[config.mk]
export PLATFORM = sky130hd
export DESIGN_NAME = onehot16_idx_fifo
export DESIGN_NICKNAME = d
export VERILOG_FILES = /design/src/rtl/onehot16_idx_fifo_pkg.sv /design/src/rtl/onehot16_idx_fifo_enc.sv /design/src/rtl/onehot16_idx_fifo.sv
export SDC_FILE = /design/constraint.sdc
export NUM_CORES = 1
export LEC_CHECK = 0
export BUFFER_PORTS_ARGS = -buffer_cell sky130_fd_sc_hd__buf_4
export CAP_MARGIN = 40
export CORE_MARGIN = 3
export CORE_UTILIZATION = 33
export CTS_BUF_LIST = sky130_fd_sc_hd__clkbuf_16
export DETAILED_ROUTE_END_ITERATION = 16
export PLACE_DENSITY_LB_ADDON = 0.25
export SETUP_SLACK_MARGIN = 0.5
export SYNTH_ARGS = -nofsm -noshare
export SYNTH_HDL_FRONTEND = slang
export SYNTH_SLANG_ARGS = --single-unit
[constraint.sdc]
create_clock -name i_clk -period 3.4 [get_ports i_clk]
set_input_delay 0.68 -clock i_clk [delete_from_list [all_inputs] [get_ports i_clk]]
set_output_delay 0.68 -clock i_clk [all_outputs]
set_load 0.03 [all_outputs]
[src/rtl/onehot16_idx_fifo_pkg.sv]
// Shared constants and the encoded-entry layout for the 16-way one-hot select path.
package onehot16_idx_fifo_pkg;

    localparam int ONEHOT_W     = 16;
    localparam int ONEHOT_IDX_W = 4;

    typedef struct packed {
        logic                    err;
        logic [ONEHOT_IDX_W-1:0] idx;
    } onehot_entry_t;

endpackage

[src/rtl/onehot16_idx_fifo_enc.sv]
// One-hot to binary encoder. Malformed vectors (zero or multi-hot) raise err and
// report the lowest set bit, or 0 when no bit is set.
module onehot16_enc
    import onehot16_idx_fifo_pkg::*;
(
    input  logic [ONEHOT_W-1:0] i_oh,
    output onehot_entry_t       o_ent
);

    logic [ONEHOT_IDX_W-1:0] w_idx;
    logic                    w_zero;
    logic                    w_multi;

    always_comb begin
        w_idx = '0;
        // Scan downward so the lowest set bit is the last one written.
        for (int i = ONEHOT_W - 1; i >= 0; i--) begin
            if (i_oh[i]) begin
                w_idx = ONEHOT_IDX_W'(i);
            end
        end
    end

    assign w_zero  = (i_oh == '0);
    assign w_multi = ((i_oh & (i_oh - 1'b1)) != '0);

    assign o_ent.idx = w_idx;
    assign o_ent.err = w_zero | w_multi;

endmodule

[src/rtl/onehot16_idx_fifo.sv]
// Encodes accepted one-hot grant vectors and buffers {err, idx} in a small FIFO
// that drains through a valid/ready handshake; keeps a sticky malformed-input flag.
module onehot16_idx_fifo
    import onehot16_idx_fifo_pkg::*;
#(
    parameter int DEPTH = 4,
    parameter int CNT_W = $clog2(DEPTH + 1)
) (
    input  logic                    i_clk,
    input  logic                    i_rst,
    input  logic                    i_in_vld,
    output logic                    o_in_rdy,
    input  logic [ONEHOT_W-1:0]     i_in_oh,
    output logic                    o_out_vld,
    input  logic                    i_out_rdy,
    output logic [ONEHOT_IDX_W-1:0] o_out_idx,
    output logic                    o_out_err,
    output logic [CNT_W-1:0]        o_occ,
    output logic                    o_err_sticky,
    input  logic                    i_err_clr
);

    localparam int PTR_W = $clog2(DEPTH);

    onehot_entry_t    r_mem [DEPTH];
    logic [PTR_W-1:0] r_wr_ptr;
    logic [PTR_W-1:0] r_rd_ptr;
    logic [CNT_W-1:0] r_occ;
    logic             r_err_sticky;

    onehot_entry_t    w_enc;
    onehot_entry_t    w_head;
    logic             w_push;
    logic             w_pop;
    logic             w_in_rdy;
    logic             w_out_vld;

    onehot16_enc u_enc (
        .i_oh  (i_in_oh),
        .o_ent (w_enc)
    );

    // Full is judged on occupancy alone, so a same-cycle pop never frees a slot.
    assign w_in_rdy  = !i_rst && (r_occ != CNT_W'(DEPTH));
    assign w_out_vld = (r_occ != '0);
    assign w_push    = i_in_vld && w_in_rdy;
    assign w_pop     = w_out_vld && i_out_rdy;
    assign w_head    = r_mem[r_rd_ptr];

    always_ff @(posedge i_clk) begin
        if (i_rst) begin
            r_wr_ptr     <= '0;
            r_rd_ptr     <= '0;
            r_occ        <= '0;
            r_err_sticky <= 1'b0;
        end else begin
            if (w_push) begin
                r_mem[r_wr_ptr] <= w_enc;
                r_wr_ptr        <= r_wr_ptr + 1'b1;
            end
            if (w_pop) begin
                r_rd_ptr <= r_rd_ptr + 1'b1;
            end
            case ({w_push, w_pop})
                2'b10:   r_occ <= r_occ + 1'b1;
                2'b01:   r_occ <= r_occ - 1'b1;
                default: r_occ <= r_occ;
            endcase
            if (w_push && w_enc.err) begin
                r_err_sticky <= 1'b1;
            end else if (i_err_clr) begin
                r_err_sticky <= 1'b0;
            end
        end
    end

    // Storage is not reset, so the head is masked to zero while empty.
    assign o_in_rdy     = w_in_rdy;
    assign o_out_vld    = w_out_vld;
    assign o_out_idx    = w_out_vld ? w_head.idx : '0;
    assign o_out_err    = w_out_vld ? w_head.err : 1'b0;
    assign o_occ        = r_occ;
    assign o_err_sticky = r_err_sticky;

endmodule

After elaboration in Yosys (flattened, before gate mapping)
Memories as Yosys holds them, arrays and structs flattened. A register that Yosys moved wholly into a read port is not among the register bits.
Cells that the tools add are included.
- register bits after elaboration: 8
- RAM bits: 20
- output and inout port bits: 11
- memories: 1
- memories (memory ; words ; bits a word ; rd ports ; clocked after Yosys merged registers in ; wr ports ; line ; text):
    r_mem ; 4 ; 5 ; 1 ; 1 ; 1 ; onehot16_idx_fifo.sv:25 ; onehot_entry_t r_mem [DEPTH];
- add/sub/neg operators: 5
- equality and inequality tests: 3
- muxes and demuxes: 26
- bitwise logic cells: 2
- reduce and logical (&&, ||, !) cells: 10
- operator list (cell ; count):
    $mux 4 ; 17
    $and 16x16->16 ; 1
    $logic_not 16->1 ; 1
    $reduce_bool 16->1 ; 1
    $sub 16x1->16 const B ; 1
    $mux 1 ; 6
    $pmux 3 s2 ; 1
    $add 2x1->2 const B ; 2
    $logic_and 1x1->1 ; 4
    $mux 2 ; 2
    $reduce_bool 2->1 ; 2
    $add 3x1->3 const B ; 1
    $ne 3x3->1 const B ; 1
    $reduce_bool 3->1 ; 1
    $sub 3x1->3 const B ; 1
    $eq 2x1->1 const B ; 1
    $eq 2x2->1 const B ; 1
    $logic_not 1->1 ; 1
    $or 1x1->1 ; 1

Longest topological paths before layout
- word-level depth: 16
- mapped depth: 10

Hierarchy
A second synthesis with hierarchy kept.
- cell total of the unflattened synthesis: 145
- area total of the unflattened synthesis: 1595.3 µm²
- by module, submodules not included (module ; instances ; cells an instance ; area an instance (µm²)):
    onehot16_idx_fifo ; 1 ; 92 ; 1285.0
    onehot16_enc ; 1 ; 53 ; 310.3

Worst setup path before layout
Ideal clock, no wire load.
- path kind: in2reg
- from: input port i_rst
- to: register r_occ[2], in the netlist o_occ[2]
- library setup time: 71 ps
- data arrival time: 2841 ps
- data required time: 3329 ps
- slack: 489 ps
- stages: 10
- cell sequence: clkbuf_1 a31oi_1 and2_0 inv_1 ha_1 inv_1 fa_1 xor2_1 or3_1 a21oi_1
- longest elaborated chain between the ends: 5
- RTL lines (item ; line ; text):
    start: declaration ; onehot16_idx_fifo.sv:10 ; input logic i_rst,
    $logic_not 1->1 (*) ; onehot16_idx_fifo.sv:44 ; assign w_in_rdy = !i_rst && (r_occ != CNT_W'(DEPTH));
    $logic_and 1x1->1 (*) ; onehot16_idx_fifo.sv:44 ;
    net o_in_rdy ; onehot16_idx_fifo.sv:12 ; output logic o_in_rdy,
    $logic_and 1x1->1 (*) ; onehot16_idx_fifo.sv:46 ; assign w_push = i_in_vld && w_in_rdy;
    $eq 2x1->1 or $eq 2x2->1 (tied branches) ; onehot16_idx_fifo.sv:64 ; case ({w_push, w_pop})
    $pmux 3 s2 or $reduce_bool 2->1 (tied branches) ; n/a ;
    end signal: assignment ; onehot16_idx_fifo.sv:65 ; 2'b10: r_occ <= r_occ + 1'b1;
    end signal: assignment ; onehot16_idx_fifo.sv:66 ; 2'b01: r_occ <= r_occ - 1'b1;
    end signal: assignment ; onehot16_idx_fifo.sv:67 ; default: r_occ <= r_occ;
    end: declaration ; onehot16_idx_fifo.sv:28 ; logic [CNT_W-1:0] r_occ;
The timed path passes the listed nets; every way through them passes the cells marked *.
A chain may end at the register's enable or synchronous reset.

==> flow_summary.json <==
{
  "wirelength_mm": 3.38,
  "synthFlopType": "edfxtp_1",
  "dpl_worst_slack_ps": 409,
  "fin_crit_sh": 0.807,
  "cp_max_fo": 6,
  "arrival_ps": 2740,
  "crit_required_ps": 3400,
  "clock_skew_ps": 3.15,
  "path_class": "in2reg",
  "path_clk_slew_ps": 50,
  "most-common-layout-cells": "31 x buf_4, 20 x edfxtp_1, 14 x nor2_1",
  "powerDensity_nw_per_um2": 645,
  "first_global_vias": 1212,
  "cts_tree": "done",
  "worstMarginPinSlew_ps": 589,
  "clock-sinks": 30,
  "ff2ff_path_depth": 10,
  "core_area_sq_um": 4790,
  "postCtsHoldBufs": 0,
  "synthCells": 151,
  "worstPathCellList": "buf_4, or4_1, or4_4, nor4_1, nor3_1, or3_1",
  "final_cells": 250,
  "drt_pass1_iterations": 4,
  "critPathCaptureType": "flop",
  "cts.repair.resized": 0,
  "gp_congestion": 0.796,
  "syn_area_sq_um": 1650,
  "crit_family": "simple AND/OR/NAND/NOR gates",
  "fillers": 451,
  "die_area_sq_um": 5890,
  "fp.dieH_um": 76.7,
  "antennaDiodeCount": 0,
  "drcViolationCount": 0,
  "cpPeakStageDelay_ps": 620,
  "area_growth_syn_to_layout_pct": 25.9,
  "via_per_inst": 4.92,
  "hp-start": "o_err_sticky",
  "seqCellArea_sq_um": 801,
  "drt_iter0_markers": 63,
  "cap_violations": 0,
  "yosysUniqueCellTypes": 42,
  "slew_headroom": 0.605,
  "reg2reg_from": "o_occ[0]",
  "clock_latency_ps": 270,
  "cp_slowest_cell": "or4_1",
  "multi_input_area_sq_um": 782,
  "hold_violations": 0,
  "path_buf_inv": 1,
  "fin_crit_ps": 2740,
  "ys_seq_area_frac": 0.485,
  "final_common_cell": "buf_4",
  "status": "finished, final reports clean",
  "fmax_ghz": 0.364,
  "antenna_found_initial": 0,
  "setup_viol": 0,
  "grt_pass1_wl_mm": 5.58,
  "place_inst": 242,
  "htreeDepth": 2,
  "ant_nets": 0,
  "die_width_um": 76.7,
  "final.setup.worst_slack_ps": 655,
  "synth_seq_cells": 30,
  "start_kind": "input port",
  "io_pins": 32,
  "tns_ps": 0,
  "synth_edf_count": 20,
  "dp_hpwl_mm": 2.66,
  "p_leak_nw": 0.787,
  "holdCritPathClass": "reg2reg",
  "fin_nets": 209,
  "cts_buffer_depth": 2,
  "row_count": 25,
  "yosys_warnings": 0,
  "start_util": 0.345,
  "rsz0062_at_grt": "false",
  "slew_violations": 0,
  "cts_made_buffers": 5,
  "hold_path_depth": 2,
  "cp.depth": 6,
  "cts_root_buffer": "clkbuf_16",
  "num_vias": 1231,
  "syn_area_per_cell_sq_um": 10.9,
  "async_flop_share": 0,
  "grt_overflow": 0,
  "vdd_ir_drop_max_mv": 0.282,
  "cts_setup_buffers": 0,
  "track_usage": 0.121,
  "drive_gt1_frac": 0.262,
  "port_buffers": 31,
  "grt_max_degree": 11,
  "cp-startpoint": "i_in_oh[5]",
  "synthesis.nets": 178,
  "wire_per_inst_um": 13.5
}
==> worst min-delay path, cell delays in order (launching register included) <==
cell and delay (ps):
dfxtp_1 300, nand2b_1 60, a21oi_1 60
==> synthesized netlist by cell type, types with 4 or more instances <==
library cell	count	area, sq um
nor4_1	4	25.0
and2_1	6	37.5
edfxtp_1	20	601
a21oi_1	9	45.0
or3_1	5	31.3
mux4_2	5	113
and3_1	4	25.0
inv_1	11	41.3
clkbuf_1	4	15.0
nand2_1	6	22.5
o31ai_1	4	30.0
ha_1	5	62.6
nor3_1	7	35.0
dfxtp_1	10	200
nor2_1	14	52.6
==> path summary, 6_finish.rpt <==
kind / end / slack [ps]
hold / removal: o_err_sticky / 470
hold reg to reg: o_err_sticky / 470
setup reg to reg: o_occ[2] / 1070
setup / recovery: r_mem[2][4] / 660
==> flip-flops by register name, indices dropped and copies added, names as in the netlist, named ones only <==
register      count
r_mem            20
o_occ             3
r_rd_ptr          2
r_wr_ptr          2
o_err_sticky      1
==> metal layers <==
metal  track usage  part of all wire
met4        0.0652             0.010
met3        0.0340             0.040
met2         0.208              0.53
met5             0                 0
met1         0.134              0.42
==> stage by stage <==
| step | hold WS, ps | utilization | area (sq um) | power, W |
|---|---|---|---|---|
| after floorplan | 485 | - | 1660 | 0.000792 |
| after global placement | 464 | 0.405 | 1940 | 0.000937 |
| after detailed placement | 460 | 0.405 | 1940 | 0.000954 |
| after CTS | 469 | 0.434 | 2080 | 0.00136 |
| after global routing | 480 | 0.434 | 2080 | 0.00142 |
| final | 469 | 0.434 | 2080 | 0.00134 |
==> report_power, final <==
part | switching [W] | leakage [nW] | internal (W)
Sequential | 0.0000414 | 0.270 | 0.000431
Clock | 0.000137 | 0.0724 | 0.000263
Combinational | 0.000268 | 0.445 | 0.000201
==> cells by family after synthesis <==
family,share of synthesized area
and+or+nand+nor,0.186
DFF,0.485
AOI/OAI and AO/OA,0.128
buffers and inverters,0.0447
adders and majority gates,0.0561
xor gates and xnor gates,0.0318
muxes,0.0682
==> final cells by class <==
cell class,instances,share of cell area
Clock buffer,5,0.0602
Clock inverter,3,0.00602
Inverter,11,0.0199
Multi-Input combinational cell,103,0.376
Sequential cell,30,0.385
Tap cell,67,0.0403
Timing Repair Buffer,31,0.112
Power figures use the tool's default switching activity.
